### src/rtl/clock_pkg.sv
// Shared widths and state encoding for the clock's digit entry and split paths.
package clock_pkg;

  localparam int DIGIT_W  = 4;
  localparam int NUMBER_W = 6;
  localparam int BCD_MAX  = 9;

  typedef enum logic [1:0] {
    S_TENS,
    S_ONES,
    S_OUT
  } joiner_state_t;

endpackage

### src/rtl/bcd_pair_to_bin.sv
// Combines a BCD tens/ones pair into binary and checks digit legality and the
// upper bound in one place so both entry stages share the same rule.
module bcd_pair_to_bin
  import clock_pkg::*;
#(
  parameter int MAX_VALUE = 59
) (
  input  logic [DIGIT_W-1:0]  tens_i,
  input  logic [DIGIT_W-1:0]  ones_i,
  output logic [NUMBER_W:0]   sum_o,
  output logic                in_range_o
);

  logic [NUMBER_W:0] tens_w;

  // tens*10 as shift-and-add; an illegal tens digit may wrap, but it is
  // already rejected by the digit check below.
  assign tens_w     = (NUMBER_W+1)'(tens_i);
  assign sum_o      = (tens_w << 3) + (tens_w << 1) + (NUMBER_W+1)'(ones_i);
  assign in_range_o = (tens_i <= DIGIT_W'(BCD_MAX)) &&
                      (ones_i <= DIGIT_W'(BCD_MAX)) &&
                      (sum_o  <= (NUMBER_W+1)'(MAX_VALUE));

endmodule

### src/rtl/digit_joiner.sv
// Two-digit BCD entry: takes a tens then a ones digit, range-checks against
// MAX_VALUE and hands the binary number on over a valid/ready handshake.
module digit_joiner
  import clock_pkg::*;
#(
  parameter int MAX_VALUE      = 59,
  parameter int TIMEOUT_CYCLES = 0
) (
  input  logic                clk_i,
  input  logic                rst_ni,
  input  logic                clear_i,
  input  logic                digit_valid_i,
  input  logic [DIGIT_W-1:0]  digit_i,
  output logic                digit_ready_o,
  output logic                number_valid_o,
  input  logic                number_ready_i,
  output logic [NUMBER_W-1:0] number_o,
  output logic [DIGIT_W-1:0]  tens_o,
  output logic                entry_active_o,
  output logic                error_o
);

  joiner_state_t       state_q, state_d;
  logic [DIGIT_W-1:0]  tens_q, tens_d;
  logic [NUMBER_W-1:0] number_q, number_d;
  logic                error_q, error_d;

  logic                accept;
  logic                timeout_hit;
  logic [DIGIT_W-1:0]  chk_tens, chk_ones;
  logic [NUMBER_W:0]   sum;
  logic                in_range;
  logic                sum_unused;

  assign digit_ready_o  = ((state_q == S_TENS) || (state_q == S_ONES)) && !clear_i;
  assign accept         = digit_valid_i && digit_ready_o;
  assign number_valid_o = (state_q == S_OUT);
  assign entry_active_o = (state_q == S_ONES);
  assign number_o       = number_q;
  assign tens_o         = tens_q;
  assign error_o        = error_q;

  // One checker serves both stages: a lone tens digit is checked as tens*10+0.
  assign chk_tens = (state_q == S_ONES) ? tens_q  : digit_i;
  assign chk_ones = (state_q == S_ONES) ? digit_i : '0;

  bcd_pair_to_bin #(
    .MAX_VALUE (MAX_VALUE)
  ) u_check (
    .tens_i     (chk_tens),
    .ones_i     (chk_ones),
    .sum_o      (sum),
    .in_range_o (in_range)
  );

  assign sum_unused = sum[NUMBER_W];

  generate
    if (TIMEOUT_CYCLES > 0) begin : g_timer
      localparam int TW = $clog2(TIMEOUT_CYCLES + 1);
      logic [TW-1:0] timer_q, timer_d;

      assign timeout_hit = (state_q == S_ONES) && !accept &&
                           (timer_q == TW'(TIMEOUT_CYCLES - 1));

      // Counts idle cycles spent waiting for the ones digit.
      always_comb begin
        timer_d = timer_q + TW'(1);
        if (clear_i || (state_q != S_ONES) || accept || timeout_hit) begin
          timer_d = '0;
        end
      end

      always_ff @(posedge clk_i or negedge rst_ni) begin
        if (!rst_ni) begin
          timer_q <= '0;
        end else begin
          timer_q <= timer_d;
        end
      end
    end else begin : g_no_timer
      assign timeout_hit = 1'b0;
    end
  endgenerate

  // Abort paths (bad ones digit, timeout) drop the held tens digit as well.
  always_comb begin
    state_d  = state_q;
    tens_d   = tens_q;
    number_d = number_q;
    error_d  = 1'b0;
    if (clear_i) begin
      state_d = S_TENS;
      tens_d  = '0;
    end else begin
      unique case (state_q)
        S_TENS: begin
          if (accept) begin
            if (in_range) begin
              tens_d  = digit_i;
              state_d = S_ONES;
            end else begin
              error_d = 1'b1;
            end
          end
        end
        S_ONES: begin
          if (accept) begin
            if (in_range) begin
              number_d = sum[NUMBER_W-1:0];
              state_d  = S_OUT;
            end else begin
              error_d = 1'b1;
              tens_d  = '0;
              state_d = S_TENS;
            end
          end else if (timeout_hit) begin
            error_d = 1'b1;
            tens_d  = '0;
            state_d = S_TENS;
          end
        end
        S_OUT: begin
          if (number_ready_i) begin
            state_d = S_TENS;
          end
        end
        default: state_d = S_TENS;
      endcase
    end
  end

  always_ff @(posedge clk_i or negedge rst_ni) begin
    if (!rst_ni) begin
      state_q  <= S_TENS;
      tens_q   <= '0;
      number_q <= '0;
      error_q  <= 1'b0;
    end else begin
      state_q  <= state_d;
      tens_q   <= tens_d;
      number_q <= number_d;
      error_q  <= error_d;
    end
  end

endmodule
### config.mk
export PLATFORM = sky130hd
export DESIGN_NAME = digit_joiner
export DESIGN_NICKNAME = d
export VERILOG_FILES = /design/src/rtl/clock_pkg.sv /design/src/rtl/bcd_pair_to_bin.sv /design/src/rtl/digit_joiner.sv
export SDC_FILE = /design/constraint.sdc
export NUM_CORES = 1
export LEC_CHECK = 0
export CAP_MARGIN = 10
export CORE_MARGIN = 2
export CORE_UTILIZATION = 46
export CTS_CLUSTER_SIZE = 10
export DETAILED_ROUTE_END_ITERATION = 16
export MAX_ROUTING_LAYER = met4
export PLACE_DENSITY_LB_ADDON = 0.3
export SYNTH_ARGS = -nofsm -noshare
export SYNTH_HDL_FRONTEND = slang
export SYNTH_SLANG_ARGS = --single-unit
### constraint.sdc
create_clock -name clk_i -period 3.1 [get_ports clk_i]
set_input_delay 0.465 -clock clk_i [delete_from_list [all_inputs] [get_ports clk_i]]
set_output_delay 0.465 -clock clk_i [all_outputs]
set_load 0.01 [all_outputs]
# Word level (Yosys, flattened, before mapping)

Index checks and enable logic that the tools add are counted.

Multiplexer cells: 19
Add/sub/neg operators: 2
Bitwise gates (word level): 1
Equal/unequal tests: 7
Reduce and logical (&&, ||, !) cells: 12
Order comparisons: 3

Operator list:

| operator             | count |
|---|---|
| $mux W4              | 7 |
| $mux W2              | 6 |
| $ne A3 B3 Y1 const B | 3 |
| $le A4 B4 Y1 const B | 2 |
| $pmux W4 S2          | 1 |
| $reduce_and A4 Y1    | 2 |
| $add A7 B4 Y7        | 1 |
| $add A7 B5 Y7        | 1 |
| $le A7 B6 Y1 const B | 1 |
| $ne A3 B2 Y1 const B | 2 |
| $pmux W2 S3          | 1 |
| $reduce_and A5 Y1    | 1 |
| $logic_and A1 B1 Y1  | 4 |
| $mux W1              | 4 |
| $reduce_bool A3 Y1   | 1 |
| $eq A2 B1 Y1 const B | 1 |
| $eq A2 B2 Y1 const B | 1 |
| $logic_not A2 Y1     | 1 |
| $reduce_or A2 Y1     | 1 |
| $logic_not A1 Y1     | 1 |
| $logic_or A1 B1 Y1   | 1 |
| $not A1 Y1           | 1 |

Register bits: 13
Bits of input ports: 9

# Depth between registers and ports, before layout

Depth in word-level cells: 10
Gate-level depth with buffers: 14
Depth with buffers taken out: 12

# Cells and area by module

Synthesis repeated with hierarchy kept, for this count alone.

Cells, all modules: 97
Area total of the unflattened synthesis: 942.2 um^2

Modules (own cells, without submodules):

| module          | times used | cells an instance | area an instance (um^2) |
|---|---|---|---|
| digit_joiner    | 1          | 64                | 660.6 |
| bcd_pair_to_bin | 1          | 33                | 281.5 |

# Worst setup path after synthesis

Ideal clock, no wire load.

Path type: register -> register
From: register state_q[1]
To: register number_q[0], in the netlist number_o[0]
Slack: -0.130 ns
Stages on the path, launching flop included: 15
Clock period less this slack: 3.230 ns
Arrival time: 3.105 ns
Library setup time: 0.125 ns
Path through: dfrtp_1 nor2b_4 buf_6 mux2i_1 inv_1 xnor2_1 ha_1 inv_1 fa_1 xnor2_1 nand3_1 mux2_2 and4_1 buf_6 mux2_4

Word-level cells in the longest chain between the ends: 7

RTL lines:

| item                               | RTL line              | text |
|---|---|---|
| from (decl)                        | digit_joiner.sv:23    | `joiner_state_t state_q, state_d;` |
| from (signal assigned)             | digit_joiner.sv:140   | `state_q <= state_d;` |
| $eq A2 B1 Y1 *                     | n/a                   |  |
| net entry_active_o                 | digit_joiner.sv:19    | `output logic entry_active_o,` |
| $mux W4                            | digit_joiner.sv:44    | `assign chk_tens = (state_q == S_ONES) ? tens_q : digit_i;` |
| $add A7 B5 Y7                      | bcd_pair_to_bin.sv:19 | `assign sum_o = (tens_w << 3) + (tens_w << 1) + (NUMBER_W+1)'(ones_i);` |
| $add A7 B4 Y7                      | bcd_pair_to_bin.sv:19 |  |
| $le A7 B6 Y1                       | bcd_pair_to_bin.sv:22 | `(sum_o <= (NUMBER_W+1)'(MAX_VALUE));` |
| $logic_and A1 B1 Y1                | bcd_pair_to_bin.sv:21 | `(ones_i <= DIGIT_W'(BCD_MAX)) &&` |
| $reduce_and A4 Y1 (no source line) | n/a                   |  |
| to (signal assigned)               | digit_joiner.sv:142   | `number_q <= number_d;` |
| to (decl)                          | digit_joiner.sv:25    | `logic [NUMBER_W-1:0] number_q, number_d;` |

The timed path passes the listed nets; every way through them passes the cells marked *.
A chain may end at the register's enable or synchronous reset.

# Worst setup path in the final report

From: register state_q[1]
To: register number_q[0], in the netlist number_o[0]

Word-level cells in the longest chain between the ends: 7

RTL lines:

| item                               | RTL line |
|---|---|
| $eq A2 B1 Y1                       | n/a |
| $mux W4                            | digit_joiner.sv:44 |
| $add A7 B5 Y7                      | bcd_pair_to_bin.sv:19 |
| $add A7 B4 Y7                      | bcd_pair_to_bin.sv:19 |
| $le A7 B6 Y1                       | bcd_pair_to_bin.sv:22 |
| $logic_and A1 B1 Y1                | bcd_pair_to_bin.sv:21 |
| $reduce_and A4 Y1 (no source line) | n/a |

Several ways; a longest one is shown, not always the timed one.

==> results_tabular.tex <==
\begin{tabular}{lr}
\hline
Metric & Value \\
\hline
\multicolumn{2}{l}{\textbf{Outcome}} \\
\quad Run status & finished with violations \\
\quad Violations in the final reports & negative setup slack \\
\multicolumn{2}{l}{\textbf{Floorplan}} \\
\quad Boundary Pins & 23 \\
\quad DIE AREA & 0.002871 mm² \\
\quad Die H & 53.59 µm \\
\quad Overall die width & 53.59 µm \\
\quad Initial cell density of the core & 49.70\% \\
\quad \# rows & 17 \\
\quad Core outline area & 0.002276 mm² \\
\multicolumn{2}{l}{\textbf{STA}} \\
\quad Worst-case headroom to the max-slew limit & 58.81\% \\
\quad Largest clock skew in the final design & 7.173 ps \\
\quad Setup repair after global routing missed its margin & yes \\
\quad Period utilisation layout & 103.7\% \\
\quad Final hold slack & 522.3 ps \\
\quad Total setup violations reported at the end of the flow & 10 \\
\quad Minimum clock period & 3215 ps \\
\quad Worst setup slack after layout & -114.8 ps \\
\quad Slew at the pin with the worst max-slew slack & 615.9 ps \\
\quad Fmax & 0.3111 GHz \\
\quad Summed negative setup slack over all endpoints & -960.3 ps \\
\quad Number of failing hold endpoints at the final stage & 0 \\
\quad Max Transition Viols Final & 0 \\
\multicolumn{2}{l}{\textbf{Pwr}} \\
\quad Combinational share of power & 60.9\% \\
\quad Relative contribution of the clock network to total power & 11.7\% \\
\quad Sequential Power Share & 27.4\% \\
\quad Power consumption & 941.3 µW \\
\quad Leakage power total & 0.7193 nW \\
\quad Internal power contribution & 585.5 µW \\
\quad Largest voltage drop on the vdd net & 490.7 µV \\
\quad Net switching power of the design & 355.9 µW \\
\quad Areal power density over the cells & 557.3 mW/mm² \\
\quad Fraction of power spent switching nets & 37.80\% \\
\multicolumn{2}{l}{\textbf{Placement}} \\
\quad Placed wire-length estimate after detailed placement & 2.252 mm \\
\quad Worst Setup Slack post-DPL & -368.1 ps \\
\quad Count of placed standard cells including taps & 174 \\
\quad Area post-placement & 0.001516 mm² \\
\quad Final weighted congestion in routability-driven placement & 0.8524 \\
\quad Quantity of I/O buffers inserted on ports & 22 \\
\multicolumn{2}{l}{\textbf{Synth}} \\
\quad Yosys cell types & 37 \\
\quad Async S/R FF share, synth & 100.0\% \\
\quad Part of the Yosys area used for sequential elements & 28.76\% \\
\quad Number of instances in the synthesized netlist & 113 \\
\quad Number of enable-type register cells in the synthesized netlist & 0 \\
\quad Number of synthesized register bits & 13 \\
\quad Syn\_area\_per\_cell & 10.01 µm² \\
\quad Count of yosys warnings during synthesis & 0 \\
\quad Most instantiated flip-flop cell in the synthesis netlist & sky130\_fd\_sc\_hd\_\_dfrtp\_1 \\
\quad Number of nets in the synthesized netlist & 130 \\
\quad Mapped cell area & 0.001131 mm² \\
\multicolumn{2}{l}{\textbf{Setup path}} \\
\quad CP required & 3270 ps \\
\quad Critical Setup Path Class & reg2reg \\
\quad R2R setup slack & -110 ps \\
\quad CP most frequent cell & sky130\_fd\_sc\_hd\_\_mux2\_4 \\
\quad Largest driver fanout on the critical path & 6 \\
\quad Kind of end point of the critical path & flip-flop \\
\quad Cell class contributing the biggest share of worst-path delay & multiplexers \\
\quad Worst path buffer plus inverter count & 3 \\
\quad Type of element launching the critical path & flip-flop \\
\quad Slowest stage delay, CP & 460 ps \\
\quad Crit-path slowest cell & sky130\_fd\_sc\_hd\_\_fa\_2 \\
\quad Series of cell instances along the critical path & nor2b\_4 -> mux2i\_2 -> inv\_1 -> xnor2\_1 -> ha\_1 -> inv\_2 -> fa\_2 -> nor2b\_2 -> nand3b\_1 -> mux2\_4 -> and4\_4 -> buf\_6 -> mux2\_4 \\
\quad Data arrival at the endpoint of the critical path & 3390 ps \\
\multicolumn{2}{l}{\textbf{Clock tree}} \\
\quad Clock-pin transition on the worst setup and hold timing paths & 90 ps \\
\quad Root buffer cell & sky130\_fd\_sc\_hd\_\_clkbuf\_4 \\
\quad CTS H-tree depth & 1 \\
\quad TritonCTS clock tree & yes \\
\quad Number of buffers created by CTS & 3 \\
\quad Total clock sinks & 13 \\
\quad Clock latency of the later-clocked register in the worst-skew pair & 280 ps \\
\quad CTS max path bufs & 2 \\
\multicolumn{2}{l}{\textbf{Finish}} \\
\quad Register Area & 325.3 µm² \\
\quad Fin nets & 174 \\
\quad Post-layout utilization of the core & 74.22\% \\
\quad Antenna cells & 0 \\
\quad Filler Cell Count & 160 \\
\quad Total area of multi-input combinational cells & 864.6 µm² \\
\quad Area growth from synthesis to layout & 49.34\% \\
\quad Post-route design area & 0.001689 mm² \\
\quad Share of final-layout standard cells stronger than drive strength 1 & 38.46\% \\
\quad Non-Filler Instances & 184 \\
\multicolumn{2}{l}{\textbf{Routing}} \\
\quad ANT nets after route & 0 \\
\quad Vias per Instance & 5.815 \\
\quad WL/cell & 17.33 µm \\
\quad Total wire length & 3.189 mm \\
\quad 1st-pass router iterations & 5 \\
\quad DRC violations left & 0 \\
\quad Drt first-iter violations & 27 \\
\quad Number of vias in the routed layout & 1,070 \\
\multicolumn{2}{l}{\textbf{Global route}} \\
\quad Initial antenna violation count & 0 \\
\quad Global-route wire length before repair & 5.037 mm \\
\quad Global-route usage over all layers & 25.14\% \\
\quad Pin count of the biggest net entering global routing & 14 \\
\quad Gr ovfl total & 0 \\
\quad Via count of the first global-routing pass & 1,076 \\
\multicolumn{2}{l}{\textbf{Min path}} \\
\quad Worst hold path type & reg2reg \\
\multicolumn{2}{l}{\textbf{Job}} \\
\quad Max Cap Violations & 0 \\
\hline
\end{tabular}
-- final cells by class --
type	instances	area share, %
Timing Repair Buffer	46	24.59
Tap cell	28	2.074
Clock buffer	4	1.556
Multi-Input combinational cell	87	51.19
Sequential cell	13	19.26
Inverter	6	1.333
-- cells by family after synthesis --
group           Yosys count  synth area share [%]
simple gates             46                 24.89
buf+inv                  13                 6.526
mux                      11                 12.28
compound gates           18                 14.93
flops                    13                 28.76
fa+ha+maj                 8                 9.513
xor+xnor                  4                 3.097
-- cells in the final DEF, fill, tap and decap left out, drive strengths merged, types with 4 or more instances in the layout --
| cell | n |
|---|---|
| buf | 24 |
| clkdlybuf4s50 | 22 |
| nor2 | 14 |
| dfrtp | 13 |
| nand2b | 8 |
| mux2 | 8 |
| ha | 7 |
| inv | 6 |
| nand4 | 5 |
| a41oi | 4 |
| nor4b | 4 |
| xnor2 | 4 |
| o311ai | 4 |
| clkbuf | 4 |
| nor2b | 4 |
-- sequential cells by signal, summed over array words and instances, names as in the netlist --
signal	count
state_q	2
error_o	1
number_o	6
tens_o	4
-- cells in the mapped netlist (2+ instances only) --
| cell type | n | area [µm²] |
|---|---|---|
| sky130_fd_sc_hd__a21o_1 | 3 | 22.52 |
| sky130_fd_sc_hd__a21oi_1 | 2 | 10.01 |
| sky130_fd_sc_hd__a41oi_1 | 4 | 35.03 |
| sky130_fd_sc_hd__and2_1 | 2 | 12.51 |
| sky130_fd_sc_hd__buf_2 | 2 | 10.01 |
| sky130_fd_sc_hd__buf_6 | 3 | 33.78 |
| sky130_fd_sc_hd__dfrtp_1 | 13 | 325.3 |
| sky130_fd_sc_hd__ha_1 | 7 | 87.58 |
| sky130_fd_sc_hd__inv_1 | 6 | 22.52 |
| sky130_fd_sc_hd__mux2_2 | 3 | 33.78 |
| sky130_fd_sc_hd__mux2_4 | 5 | 75.07 |
| sky130_fd_sc_hd__mux2i_1 | 3 | 30.03 |
| sky130_fd_sc_hd__nand2b_1 | 8 | 50.05 |
| sky130_fd_sc_hd__nand4_1 | 5 | 31.28 |
| sky130_fd_sc_hd__nor2_1 | 14 | 52.55 |
| sky130_fd_sc_hd__nor2b_1 | 3 | 18.77 |
| sky130_fd_sc_hd__nor4b_1 | 4 | 35.03 |
| sky130_fd_sc_hd__o311ai_2 | 4 | 65.06 |
| sky130_fd_sc_hd__xnor2_1 | 4 | 35.03 |
-- layer usage --
metal,vias up,GRT usage [%],wire (µm)
li1,497,-,-
met1,517,34.15,1424
met2,48,39.71,1558
met3,8,2.222,173
met4,0,8.120,33
met5,-,-,0
-- worst register-to-register path: stages (launching register included) --
cell and delay (ps):
sky130_fd_sc_hd__dfrtp_1 420, sky130_fd_sc_hd__nor2b_4 250, sky130_fd_sc_hd__mux2i_2 270, sky130_fd_sc_hd__inv_1 90
sky130_fd_sc_hd__xnor2_1 130, sky130_fd_sc_hd__ha_1 320, sky130_fd_sc_hd__inv_2 70, sky130_fd_sc_hd__fa_2 460
sky130_fd_sc_hd__nor2b_2 150, sky130_fd_sc_hd__nand3b_1 80, sky130_fd_sc_hd__mux2_4 290, sky130_fd_sc_hd__and4_4 160
sky130_fd_sc_hd__buf_6 120, sky130_fd_sc_hd__mux2_4 290
-- worst paths after layout --
path,startpoint,to,depth (start not counted)
worst max-delay path,state_q[1],number_o[0],13
worst min-delay path,number_o[1],number_o[1],1
worst max register to register,state_q[1],number_o[0],13
worst min register to register,number_o[1],number_o[1],1
max in group asynchronous,rst_ni,tens_o[2],1
min in group asynchronous,rst_ni,state_q[1],1
-- what timing repair did --
item	CTS	global route
hold endpoints to repair	0	0
setup endpoints to repair	12	13
hold buffers	0	0
pin swaps	6	2
buffers inserted	6	0
resized for setup	11	8
-- power groups by stage --
stage               logic [mW]  registers (mW)  clock network [mW]
global placement         0.492           0.256                   0
global route             0.609           0.263               0.119
finish                   0.574           0.258               0.110
floorplan                0.273           0.276                   0
detailed placement       0.505           0.259                   0
CTS                      0.546           0.257               0.109
Power figures use the tool's default switching activity.
